## config.mk

```make
export PLATFORM = sky130hd
export DESIGN_NAME = imem_arbiter_flat
export DESIGN_NICKNAME = d
export VERILOG_FILES = /design/src/rtl/imem_arbiter_if.sv /design/src/rtl/imem_arbiter.sv /design/src/flat_wrapper.sv
export SDC_FILE = /design/constraint.sdc
export NUM_CORES = 1
export LEC_CHECK = 0
export ABC_AREA = 1
export CORE_MARGIN = 3
export CORE_UTILIZATION = 43
export DETAILED_ROUTE_END_ITERATION = 8
export GPL_TIMING_DRIVEN = 0
export PLACE_DENSITY = 0.78
export REMOVE_ABC_BUFFERS = 1
export SLEW_MARGIN = 40
export SYNTH_ARGS = -nofsm -noshare
export SYNTH_HDL_FRONTEND = slang
export SYNTH_SLANG_ARGS = --single-unit
```

## constraint.sdc

```tcl
create_clock -name clk -period 1.7 [get_ports clk]
set_clock_uncertainty 0.2 [all_clocks]
set_input_delay 0.425 -clock clk [delete_from_list [all_inputs] [get_ports clk]]
set_output_delay 0.425 -clock clk [all_outputs]
set_load 0.01 [all_outputs]
```

## src/rtl/imem_arbiter_if.sv

```systemverilog
// Request/response port shared by the fetch and debug requesters of imem_arbiter.
// master = requester side, slave = arbiter side.
interface imem_arbiter_if #(
  parameter int AW = 30,
  parameter int DW = 32
);
  logic          valid;
  logic [AW-1:0] addr;
  logic          ready;
  logic          rsp_vld;
  logic [DW-1:0] rsp_data;

  modport master (
    output valid,
    output addr,
    input  ready,
    input  rsp_vld,
    input  rsp_data
  );

  modport slave (
    input  valid,
    input  addr,
    output ready,
    output rsp_vld,
    output rsp_data
  );
endinterface

```

## src/rtl/imem_arbiter.sv

```systemverilog
// Fetch/debug arbiter in front of a synchronous-read instruction memory.
// Define IMEM_ARB_STATS_EN to add grant/conflict statistics counters.
module imem_arbiter #(
  parameter int AW         = 30,
  parameter int DW         = 32,
  parameter int MEM_LAT    = 1,
  parameter int STARVE_MAX = 4
) (
  input  logic          clk,
  input  logic          rst_n,
  imem_arbiter_if.slave fetch,
  imem_arbiter_if.slave dbg,
  output logic [AW-1:0] mem_addr,
  input  logic [DW-1:0] mem_inst
`ifdef IMEM_ARB_STATS_EN
  ,
  output logic [31:0]   stat_fetch_grants,
  output logic [31:0]   stat_dbg_grants,
  output logic [31:0]   stat_conflicts
`endif
);

  localparam int SW = (STARVE_MAX < 1) ? 1 : $clog2(STARVE_MAX + 1);

  logic [SW-1:0]      starve_cnt;
  logic [AW-1:0]      addr_hold;
  logic [MEM_LAT-1:0] tag_vld;
  logic [MEM_LAT-1:0] tag_dbg;
  logic [DW-1:0]      fetch_last;
  logic [DW-1:0]      dbg_last;

  logic starve_hit;
  logic dbg_gnt;
  logic fetch_gnt;
  logic fetch_out;
  logic dbg_out;

  assign starve_hit = (STARVE_MAX != 0) &&
                      (starve_cnt >= SW'(STARVE_MAX));

  assign dbg_gnt   = rst_n & dbg.valid &
                     (~fetch.valid | starve_hit);
  assign fetch_gnt = rst_n & fetch.valid & ~dbg_gnt;

  assign fetch.ready = fetch_gnt;
  assign dbg.ready   = dbg_gnt;

  always_comb begin
    mem_addr = addr_hold;
    if (!rst_n)
      mem_addr = '0;
    else if (dbg_gnt)
      mem_addr = dbg.addr;
    else if (fetch_gnt)
      mem_addr = fetch.addr;
  end

  // Exit slot of the tag pipe lines up with mem_inst for that grant.
  assign fetch_out = rst_n & tag_vld[MEM_LAT-1] & ~tag_dbg[MEM_LAT-1];
  assign dbg_out   = rst_n & tag_vld[MEM_LAT-1] &  tag_dbg[MEM_LAT-1];

  assign fetch.rsp_vld  = fetch_out;
  assign dbg.rsp_vld    = dbg_out;
  assign fetch.rsp_data = fetch_out ? mem_inst : fetch_last;
  assign dbg.rsp_data   = dbg_out   ? mem_inst : dbg_last;

  always_ff @(posedge clk) begin
    if (!rst_n) begin
      starve_cnt <= '0;
      addr_hold  <= '0;
      tag_vld    <= '0;
      tag_dbg    <= '0;
      fetch_last <= '0;
      dbg_last   <= '0;
    end else begin
      if (!dbg.valid || dbg_gnt)
        starve_cnt <= '0;
      else if (starve_cnt < SW'(STARVE_MAX))
        starve_cnt <= starve_cnt + SW'(1);
      if (dbg_gnt || fetch_gnt)
        addr_hold <= mem_addr;
      tag_vld[0] <= dbg_gnt | fetch_gnt;
      tag_dbg[0] <= dbg_gnt;
      for (int i = 1; i < MEM_LAT; i++) begin
        tag_vld[i] <= tag_vld[i-1];
        tag_dbg[i] <= tag_dbg[i-1];
      end
      if (fetch_out)
        fetch_last <= mem_inst;
      if (dbg_out)
        dbg_last <= mem_inst;
    end
  end

`ifdef IMEM_ARB_STATS_EN
  always_ff @(posedge clk) begin
    if (!rst_n) begin
      stat_fetch_grants <= '0;
      stat_dbg_grants   <= '0;
      stat_conflicts    <= '0;
    end else begin
      if (fetch_gnt)
        stat_fetch_grants <= stat_fetch_grants + 32'd1;
      if (dbg_gnt)
        stat_dbg_grants <= stat_dbg_grants + 32'd1;
      if (fetch.valid && dbg.valid)
        stat_conflicts <= stat_conflicts + 32'd1;
    end
  end
`endif

endmodule

```

## src/flat_wrapper.sv

```systemverilog
// flat-port wrapper written by rule: the top's interface ports become plain ports
module imem_arbiter_flat 
#(
  parameter int AW         = 30,
  parameter int DW         = 32,
  parameter int MEM_LAT    = 1,
  parameter int STARVE_MAX = 4
)
  (clk, rst_n, mem_addr, mem_inst, fetch_valid, fetch_addr, fetch_ready, fetch_rsp_vld, fetch_rsp_data, dbg_valid, dbg_addr, dbg_ready, dbg_rsp_vld, dbg_rsp_data);
  imem_arbiter_if #(.AW(AW), .DW(DW)) fetch_i ();
  imem_arbiter_if #(.AW(AW), .DW(DW)) dbg_i ();
  input  logic clk;
  input  logic rst_n;
  output logic [AW-1:0] mem_addr;
  input  logic [DW-1:0] mem_inst;
  input wire logic [$bits(fetch_i.valid)-1:0] fetch_valid;
  input wire logic [$bits(fetch_i.addr)-1:0] fetch_addr;
  output wire logic [$bits(fetch_i.ready)-1:0] fetch_ready;
  output wire logic [$bits(fetch_i.rsp_vld)-1:0] fetch_rsp_vld;
  output wire logic [$bits(fetch_i.rsp_data)-1:0] fetch_rsp_data;
  input wire logic [$bits(dbg_i.valid)-1:0] dbg_valid;
  input wire logic [$bits(dbg_i.addr)-1:0] dbg_addr;
  output wire logic [$bits(dbg_i.ready)-1:0] dbg_ready;
  output wire logic [$bits(dbg_i.rsp_vld)-1:0] dbg_rsp_vld;
  output wire logic [$bits(dbg_i.rsp_data)-1:0] dbg_rsp_data;
  assign fetch_i.valid = fetch_valid;
  assign fetch_i.addr = fetch_addr;
  assign fetch_ready = fetch_i.ready;
  assign fetch_rsp_vld = fetch_i.rsp_vld;
  assign fetch_rsp_data = fetch_i.rsp_data;
  assign dbg_i.valid = dbg_valid;
  assign dbg_i.addr = dbg_addr;
  assign dbg_ready = dbg_i.ready;
  assign dbg_rsp_vld = dbg_i.rsp_vld;
  assign dbg_rsp_data = dbg_i.rsp_data;
  imem_arbiter #(.AW(AW), .DW(DW), .MEM_LAT(MEM_LAT), .STARVE_MAX(STARVE_MAX)) u_core (.clk(clk), .rst_n(rst_n), .fetch(fetch_i), .dbg(dbg_i), .mem_addr(mem_addr), .mem_inst(mem_inst));
endmodule
```

; ---- After elaboration in Yosys (flattened, before gate mapping)
; Index checks and enable logic that the tools add are counted.
[classes]
n_addsub = 1
n_mul = 0
div = 0
order_cmp = 2
eq_ne = 0
n_shift = 0
mux = 5
bitwise = 13
reduce_logical = 4
[op_table]
columns = operator, n
row1 = $mux W30, 3
row2 = $mux W32, 2
row3 = $and A1 B1 Y1, 7
row4 = $not A1 Y1, 4
row5 = $add A3 B1 Y3 const B, 1
row6 = $ge A3 B3 Y1 const B, 1
row7 = $lt A3 B3 Y1 const B, 1
row8 = $logic_or A1 B1 Y1, 2
row9 = $or A1 B1 Y1, 2
row10 = $reduce_or A2 Y1, 1
row11 = $logic_not A1 Y1, 1
[totals]
ff_bits = 99
latchBits = 0
ram_bits = 0
romBits = 0
out_inout_bits = 98
memories = 0

; ---- Longest topological paths before layout
; Gate-level depths: netlist of the first run.
[depth]
depth_word = 8
mapped_depth = 8
ltp_nobuf = 7

; ---- Least setup slack after synthesis of the first run
; No wires, ideal clock.
[synth_timing]
path_kind = input -> output
from = in rst_n
to = out mem_addr[10]
t_arrival_ns = 1.203
t_required_ns = 1.075
setup_slack_ns = -0.128
cell_stages = 6
path_buffers = 1
cell_sequence = nand2_1 > clkbuf_1 > nand3_1 > nand2_1 > nor2_1 > nor2_1
[synth_between]
elab_chain_len = 7
elab_cells_between_ends = 8
[synth_rtl]
columns = element, line
row1 = start: declaration, flat_wrapper.sv:13  ; input logic rst_n;
row2 = $and A1 B1 Y1 (2 in series), imem_arbiter.sv:41  ; assign dbg_gnt = rst_n & dbg.valid &
row3 = $not A1 Y1, imem_arbiter.sv:43  ; assign fetch_gnt = rst_n & fetch.valid & ~dbg_gnt;
row4 = $and A1 B1 Y1, imem_arbiter.sv:43
row5 = $mux W30, imem_arbiter.sv:54  ; else if (fetch_gnt)
row6 = $mux W30, imem_arbiter.sv:52  ; else if (dbg_gnt)
row7 = $mux W30 (*), imem_arbiter.sv:50  ; if (!rst_n)
row8 = end: declaration, flat_wrapper.sv:14  ; output logic [AW-1:0] mem_addr;
; Mark *: on every way between the ends. The rest lies on a longest branch, timed or not.

; ---- Final worst setup path of the first run
[layout_timing]
from = reg u_core.tag_dbg
to = out fetch_rsp_data[14]
[layout_between]
elab_chain_len = 3
[layout_rtl]
columns = element, line
row1 = start: declaration, imem_arbiter.sv:28  ; logic [MEM_LAT-1:0] tag_dbg;
row2 = start signal: indexed assignment, imem_arbiter.sv:86  ; tag_dbg[i] <= tag_dbg[i-1];
row3 = $not A1 Y1, imem_arbiter.sv:59  ; assign fetch_out = rst_n & tag_vld[MEM_LAT-1] & ~tag_dbg[MEM_LAT-1];
row4 = $and A1 B1 Y1, imem_arbiter.sv:59
row5 = $mux W32, imem_arbiter.sv:64  ; assign fetch.rsp_data = fetch_out ? mem_inst : fetch_last;
row6 = end: declaration, flat_wrapper.sv:20  ; output wire logic [$bits(fetch_i.rsp_data)-1:0] fetch_rsp_data;
; No other way between the ends.

==> results of run 1 <==
-- critical path: cells and delay by family, from the launching register on --
family	cells	cell delay, ns
DFF	1	0.38
AOI/OAI and AO/OA	1	0.25
and+or+nand+nor	1	0.20
buffers and inverters	5	0.63
-- layer usage --
layer / vias up / wire [um]
met5: - / 27
met4: 4 / 2651
li1: 2664 / -
met2: 548 / 12750
met1: 2935 / 8529
met3: 235 / 2930
-- per-stage QoR --
stage / TNS (ns) / area [um2] / total power, mW / worst slack [ns] / std cells
global route: -65.39 / 9039 / 6.246 / -0.8345 / 1128
detailed placement: -287.00 / 6556 / 3.703 / -2.836 / 1014
finish: -60.56 / 9041 / 6.088 / -0.7873 / 1129
CTS: -49.38 / 8215 / 5.573 / -0.5886 / 1101
global placement: -485.87 / 6451 / 3.665 / -3.011 / 1011
floorplan: -153.98 / 4353 / 3.017 / -1.026 / 685
-- sequential cells by signal (all words and copies together), names as in the netlist --
register and cells:
u_core.starve_cnt 3, u_core.tag_dbg 1, u_core.dbg_last 32, u_core.addr_hold 30, u_core.fetch_last 32, u_core.tag_vld 1
-- kinds of logic after synthesis --
kind of cell / after synthesis
and+or+nand+nor: 351
buffers and inverters: 211
AOI/OAI and AO/OA: 65
adders and majority gates: 1
DFF: 99
-- synthesized netlist by cell type (all sizes together) --
library cell,number,area (um2)
o21ai,64,320.3
ha,1,12.51
buf,16,87.58
clkbuf,26,97.59
dfxtp,99,1982
inv,168,630.6
clkinv,1,3.750
nand2,102,385.4
nor2,186,698.2
nand3,63,315.3
a21oi,1,5.000
-- cell type report --
type	instances	area, um2	share of cell area
inverter	169	668.1	0.07390
tap	133	166.4	0.01841
antenna	1	2.502	0.0002768
clock inverter	5	37.54	0.004152
clock buffer	11	151.4	0.01675
timing repair buffer	286	2943	0.3255
timing repair inverter	1	8.758	0.0009687
multi-input combinational	424	3073	0.3399
sequential	99	1991	0.2202
-- path summary, 6_finish.rpt --
kind | start | end | slack, ns | depth (start not counted)
worst max-delay path | u_core.tag_dbg | fetch_rsp_data[14] | -0.79 | 7
worst min register to register | u_core.starve_cnt[0] | u_core.starve_cnt[0] | 0.31 | 1
worst min-delay path | u_core.starve_cnt[0] | u_core.starve_cnt[0] | 0.31 | 1
worst max register to register | u_core.tag_dbg | u_core.fetch_last[0] | -0.40 | 12
-- timing repair --
item | 4_1_cts | 5_1_grt
setup buffers | 55 | 24
cloned | 17 | 6
pin swaps | 35 | 34
resized for setup | 701 | 170
endpoints found under the setup margin | 195 | 102
-- report_power, final --
group / internal, mW / total [mW] / switching [mW]
sequential: 2.43 / 2.49 / 0.0514
combinational: 0.940 / 2.07 / 1.13
clock: 0.616 / 1.54 / 0.920
total: 3.99 / 6.09 / 2.10
==> flow_metrics.py, run 1 <==
metrics = {
    "status": {
        "run_status": "finished with violations",
        "violations": "negative setup slack",
    },
    "sta": {
        "hold_violations": 0,
        "tightest_slew_ns": 0.5645,
        "setup_slack_ns": -0.7873,
        "relSlewSlack": 0.6223,
        "drv_slew": 0,
        "rsz0062_at_grt": "yes",
        "setup_viol": 108,
        "timing.final.crit_period_ns": 2.487,
        "min_period_over_period": 1.463,
        "fmax_ghz": 0.4020,
        "hold_ws_ns": 0.3071,
    },
    "finish": {
        "drive_gt1_frac": 0.4452,
        "finalCoreUtilization": 0.9042,
        "syn2layout_area_growth_pct": 99.23,
        "nNetsFinal": 1087,
        "n_fill_cell": 404,
        "layout_common_cells": "nor2_1, inv_1, dfxtp_1, clkdlybuf4s50_1, buf_6",
        "layout_commonest_cell": "nor2_1",
    },
    "clock_network": {
        "hold_buffers": 0,
        "insertion_delay_ns": 0.38,
        "cts-buffers-inserted": 9,
        "cts_max_level": 3,
        "cts_root_buffer": "clkbuf_8",
        "tritoncts": "built",
        "numClockSinks": 99,
        "clk_pin_slew_ns": 0.10,
        "clockBufferDepth": 2,
    },
    "worst_setup_path": {
        "cp.arrival_ns": 1.86,
        "cp.required_ns": 1.07,
        "cp_slowest_cell": "dfxtp_4",
        "start_kind": "flip-flop",
        "crit_path_max_incr_delay_ns": 0.38,
        "worst-path-max-fanout": 7,
        "crit_chain": "inv_4 > nand3_4 > buf_12 > buf_16 > o21ai_4 > inv_2 > buf_6",
        "crit_type": "flip-flop to primary output",
        "end_kind": "primary output",
    },
    "grt": {
        "grt_most_used_layer": "met2",
        "grt_pass1_wl_mm": 29.59,
        "grt_use_total": 0.3261,
        "grt_max_degree": 65,
        "use_met1": 0.3587,
        "grt-ovfl-total": 0,
        "grt_use_met3": 0.05447,
        "grt_pass1_vias": 5741,
        "antenna_found_initial": 2,
        "met2_usage": 0.5989,
    },
    "floorplanning": {
        "initial_core_util": 0.4538,
        "coreArea_mm2": 0.01000,
        "die_w_um": 108.7,
        "die_height_um": 108.7,
        "fp-row-count": 36,
        "io_pins": 194,
        "dieArea_mm2": 0.01182,
    },
    "routing": {
        "wl_per_cell_um": 23.82,
        "vias": 6386,
        "first_pass_iters": 6,
        "drc_errors": 0,
        "finalWirelength_mm": 26.89,
        "drtIter0Drc": 649,
        "final_antenna_net_count": 0,
        "via_per_inst": 5.656,
    },
    "synthesis": {
        "synth-compound-area-share": 0.07168,
        "synth_adder_area_share": 0.002757,
        "ys_ff_latch": 99,
        "synth_top_family_by_area": "simple AND/OR/NAND/NOR gates",
        "yosys.area_share.simple": 0.3082,
        "synth_xor_area_frac": 0,
        "synth.area.mux_share": 0,
        "synth_area_mm2": 0.004538,
        "syn_inst": 727,
        "yosys_warnings": 0,
        "ys_seq_area_frac": 0.4367,
        "synth_area_per_cell_um2": 6.242,
        "synth_cell_type_count": 15,
    },
    "power_and_ir_drop": {
        "power_density_mw_per_mm2": 673.4,
        "p_leak_nw": 4.543,
        "peakVddDrop_mv": 0.4357,
    },
    "place": {
        "dp_hpwl_mm": 9.169,
        "port_buffers": 193,
        "gp_congestion": 0.7911,
    },
    "min_path": {
        "min_path_type": "flip-flop to flip-flop",
    },
    "flow_run": {
        "drv_cap": 0,
    },
}
(Power assumes the default switching activity.)
==> inputs of run 2 (changes only) <==
Settings changed: CORE_UTILIZATION 43 to 46, HOLD_SLACK_MARGIN set to 0.05, PLACE_DENSITY 0.78 to 0.83, SKIP_LAST_GASP set to 1.
Clock period 1.7 ns to 2.92 ns, I/O delays scaled along.
==> run 2 against run 1 <==
The run still ends with negative setup slack left; worst setup slack improved by 0.67 ns; sequential share of layout area rose by 4.7 points; die area fell by 6.2%; register-to-register slack improved by 1.7 ns; via count fell by 20%; design area fell by 18%; critical endpoint is now fetch_rsp_data[28].
==> flow_metrics.py, run 2 (synthesis gave the netlist of run 1 again) <==
metrics = {
    "clock_network": {
        "tritoncts": "built",
        "numClockSinks": 99,
        "clk_pin_slew_ns": 0.09,
        "cts_root_buffer": "clkbuf_8",
        "hold_buffers": 0,
        "cts-buffers-inserted": 9,
        "clockBufferDepth": 2,
        "cts_max_level": 3,
        "insertion_delay_ns": 0.35,
    },
    "sta": {
        "setup_viol": 14,
        "hold_ws_ns": 0.2386,
        "rsz0062_at_grt": "yes",
        "drv_slew": 0,
        "fmax_ghz": 0.3296,
        "setup_slack_ns": -0.1137,
        "hold_violations": 0,
        "timing.final.crit_period_ns": 3.034,
        "relSlewSlack": 0.7611,
        "tightest_slew_ns": 0.3584,
        "min_period_over_period": 1.039,
    },
    "finish": {
        "stdcell_count": 1058,
        "layout_commonest_cell": "nor2_1",
        "drive_gt1_frac": 0.09903,
        "reg.largest.list": "u_core.dbg_last (32), u_core.fetch_last (32), u_core.addr_hold (30)",
        "syn2layout_area_growth_pct": 63.69,
        "layout_common_cells": "nor2_1, inv_1, clkdlybuf4s50_1, dfxtp_1, nand2_1",
        "nNetsFinal": 1021,
        "diodes": 0,
        "finalCoreUtilization": 0.7890,
    },
    "floorplanning": {
        "fp-row-count": 35,
        "io_pins": 194,
        "die_height_um": 105.3,
        "die_w_um": 105.3,
        "initial_core_util": 0.4820,
        "coreArea_mm2": 0.009415,
        "dieArea_mm2": 0.01109,
    },
    "power_and_ir_drop": {
        "clockPowerShare": 0.274,
        "power_density_mw_per_mm2": 411.1,
        "power_mw": 3.053,
        "peakVddDrop_mv": 0.2282,
        "p_switching_mw": 0.9201,
        "combPwrFrac": 0.255,
        "internal_power_mw": 2.133,
        "p_seq_frac": 0.471,
        "p_leak_nw": 4.737,
        "p_sw_frac": 0.3013,
    },
    "routing": {
        "drc_errors": 0,
        "via_per_inst": 4.850,
        "drtIter0Drc": 224,
        "final_antenna_net_count": 0,
        "wl_per_cell_um": 15.27,
        "first_pass_iters": 5,
        "vias": 5131,
        "finalWirelength_mm": 16.15,
    },
    "grt": {
        "antenna_found_initial": 0,
        "grt_max_degree": 67,
        "grt_pass1_vias": 4767,
        "grt_use_total": 0.2543,
        "grt_pass1_wl_mm": 22.89,
        "grt-ovfl-total": 0,
    },
    "worst_setup_path": {
        "cp.arrival_ns": 2.10,
        "crit_type": "input port to primary output",
        "worst-path-max-fanout": 8,
        "cp_num_buf_inv": 5,
        "start_kind": "input port",
        "end_kind": "primary output",
        "crit_chain": "buf_16 > nand3_4 > buf_12 > clkbuf_16 > nand2_1 > o21ai_1 > inv_1 > clkdlybuf4s50_1",
        "cp_slowest_cell": "clkdlybuf4s50_1",
        "cp.required_ns": 1.99,
        "crit_path_max_incr_delay_ns": 0.56,
        "critical_path.top_delay_family": "buffers and inverters",
    },
    "place": {
        "port_buffers": 193,
        "dp_hpwl_mm": 9.144,
        "gp_congestion": 0.7898,
        "placedCellCount": 1010,
    },
    "flow_run": {
        "drv_cap": 0,
    },
    "min_path": {
        "min_path_type": "flip-flop to flip-flop",
    },
    "status": {
        "violations": "negative setup slack",
        "run_status": "finished with violations",
    },
}
## run 2: power groups by stage
| stage | combinational [mW] | clock, mW | sequential (mW) |
|---|---|---|---|
| after floorplan | 0.296 | 0 | 1.46 |
| after global placement | 0.665 | 0 | 1.46 |
| after detailed placement | 0.686 | 0 | 1.47 |
| after CTS | 0.727 | 0.850 | 1.44 |
| after global routing | 0.844 | 0.915 | 1.44 |
| final | 0.778 | 0.837 | 1.44 |
## run 2: worst paths after layout
path / to / depth (start not counted) / startpoint / slack (ns)
min: u_core.starve_cnt[0] / 1 / u_core.starve_cnt[0] / 0.24
max reg2reg: u_core.dbg_last[10] / 6 / u_core.tag_vld / 1.31
min reg2reg: u_core.starve_cnt[0] / 1 / u_core.starve_cnt[0] / 0.24
max: fetch_rsp_data[28] / 8 / rst_n / -0.11
## run 2: cell type report
cell class / count / area (um2)
multi-input combinational: 422 / 1977
fill: 696 / 1987
clock buffer: 10 / 127.6
inverter: 169 / 663.1
timing repair buffer: 222 / 2450
timing repair inverter: 1 / 8.758
clock inverter: 6 / 57.56
sequential: 99 / 1983
tap: 129 / 161.4
## run 2: what timing repair did
| item | 4_1_cts | 5_1_grt |
|---|---|---|
| pin swaps | 5 | 1 |
| buffers inserted | 6 | 10 |
| gates cloned | 6 | 10 |
| resized for setup | 101 | 103 |
| endpoints found under the hold margin | 0 | 0 |
| setup endpoints to repair | 128 | 75 |
## run 2: stage by stage
| step | worst slack (ns) | cell area, um2 | TNS (ns) |
|---|---|---|---|
| after floorplan | -0.4164 | 4353 | -33.79 |
| after global placement | -2.307 | 6446 | -320.12 |
| after detailed placement | -2.175 | 6551 | -147.41 |
| after CTS | -0.1360 | 6947 | -2.206 |
| after global routing | -0.1683 | 7428 | -1.458 |
| final | -0.1137 | 7428 | -0.5274 |
## run 2: metal layers
layer | part of all wire | routed length, um | global-route usage | vias up
li1 | - | - | - | 2534
met1 | 0.39 | 6372 | 0.2944 | 2360
met2 | 0.51 | 8246 | 0.4595 | 196
met3 | 0.059 | 955 | 0.04103 | 41
met4 | 0.036 | 578 | 0.1106 | 0
met5 | 0 | 0 | 0 | -
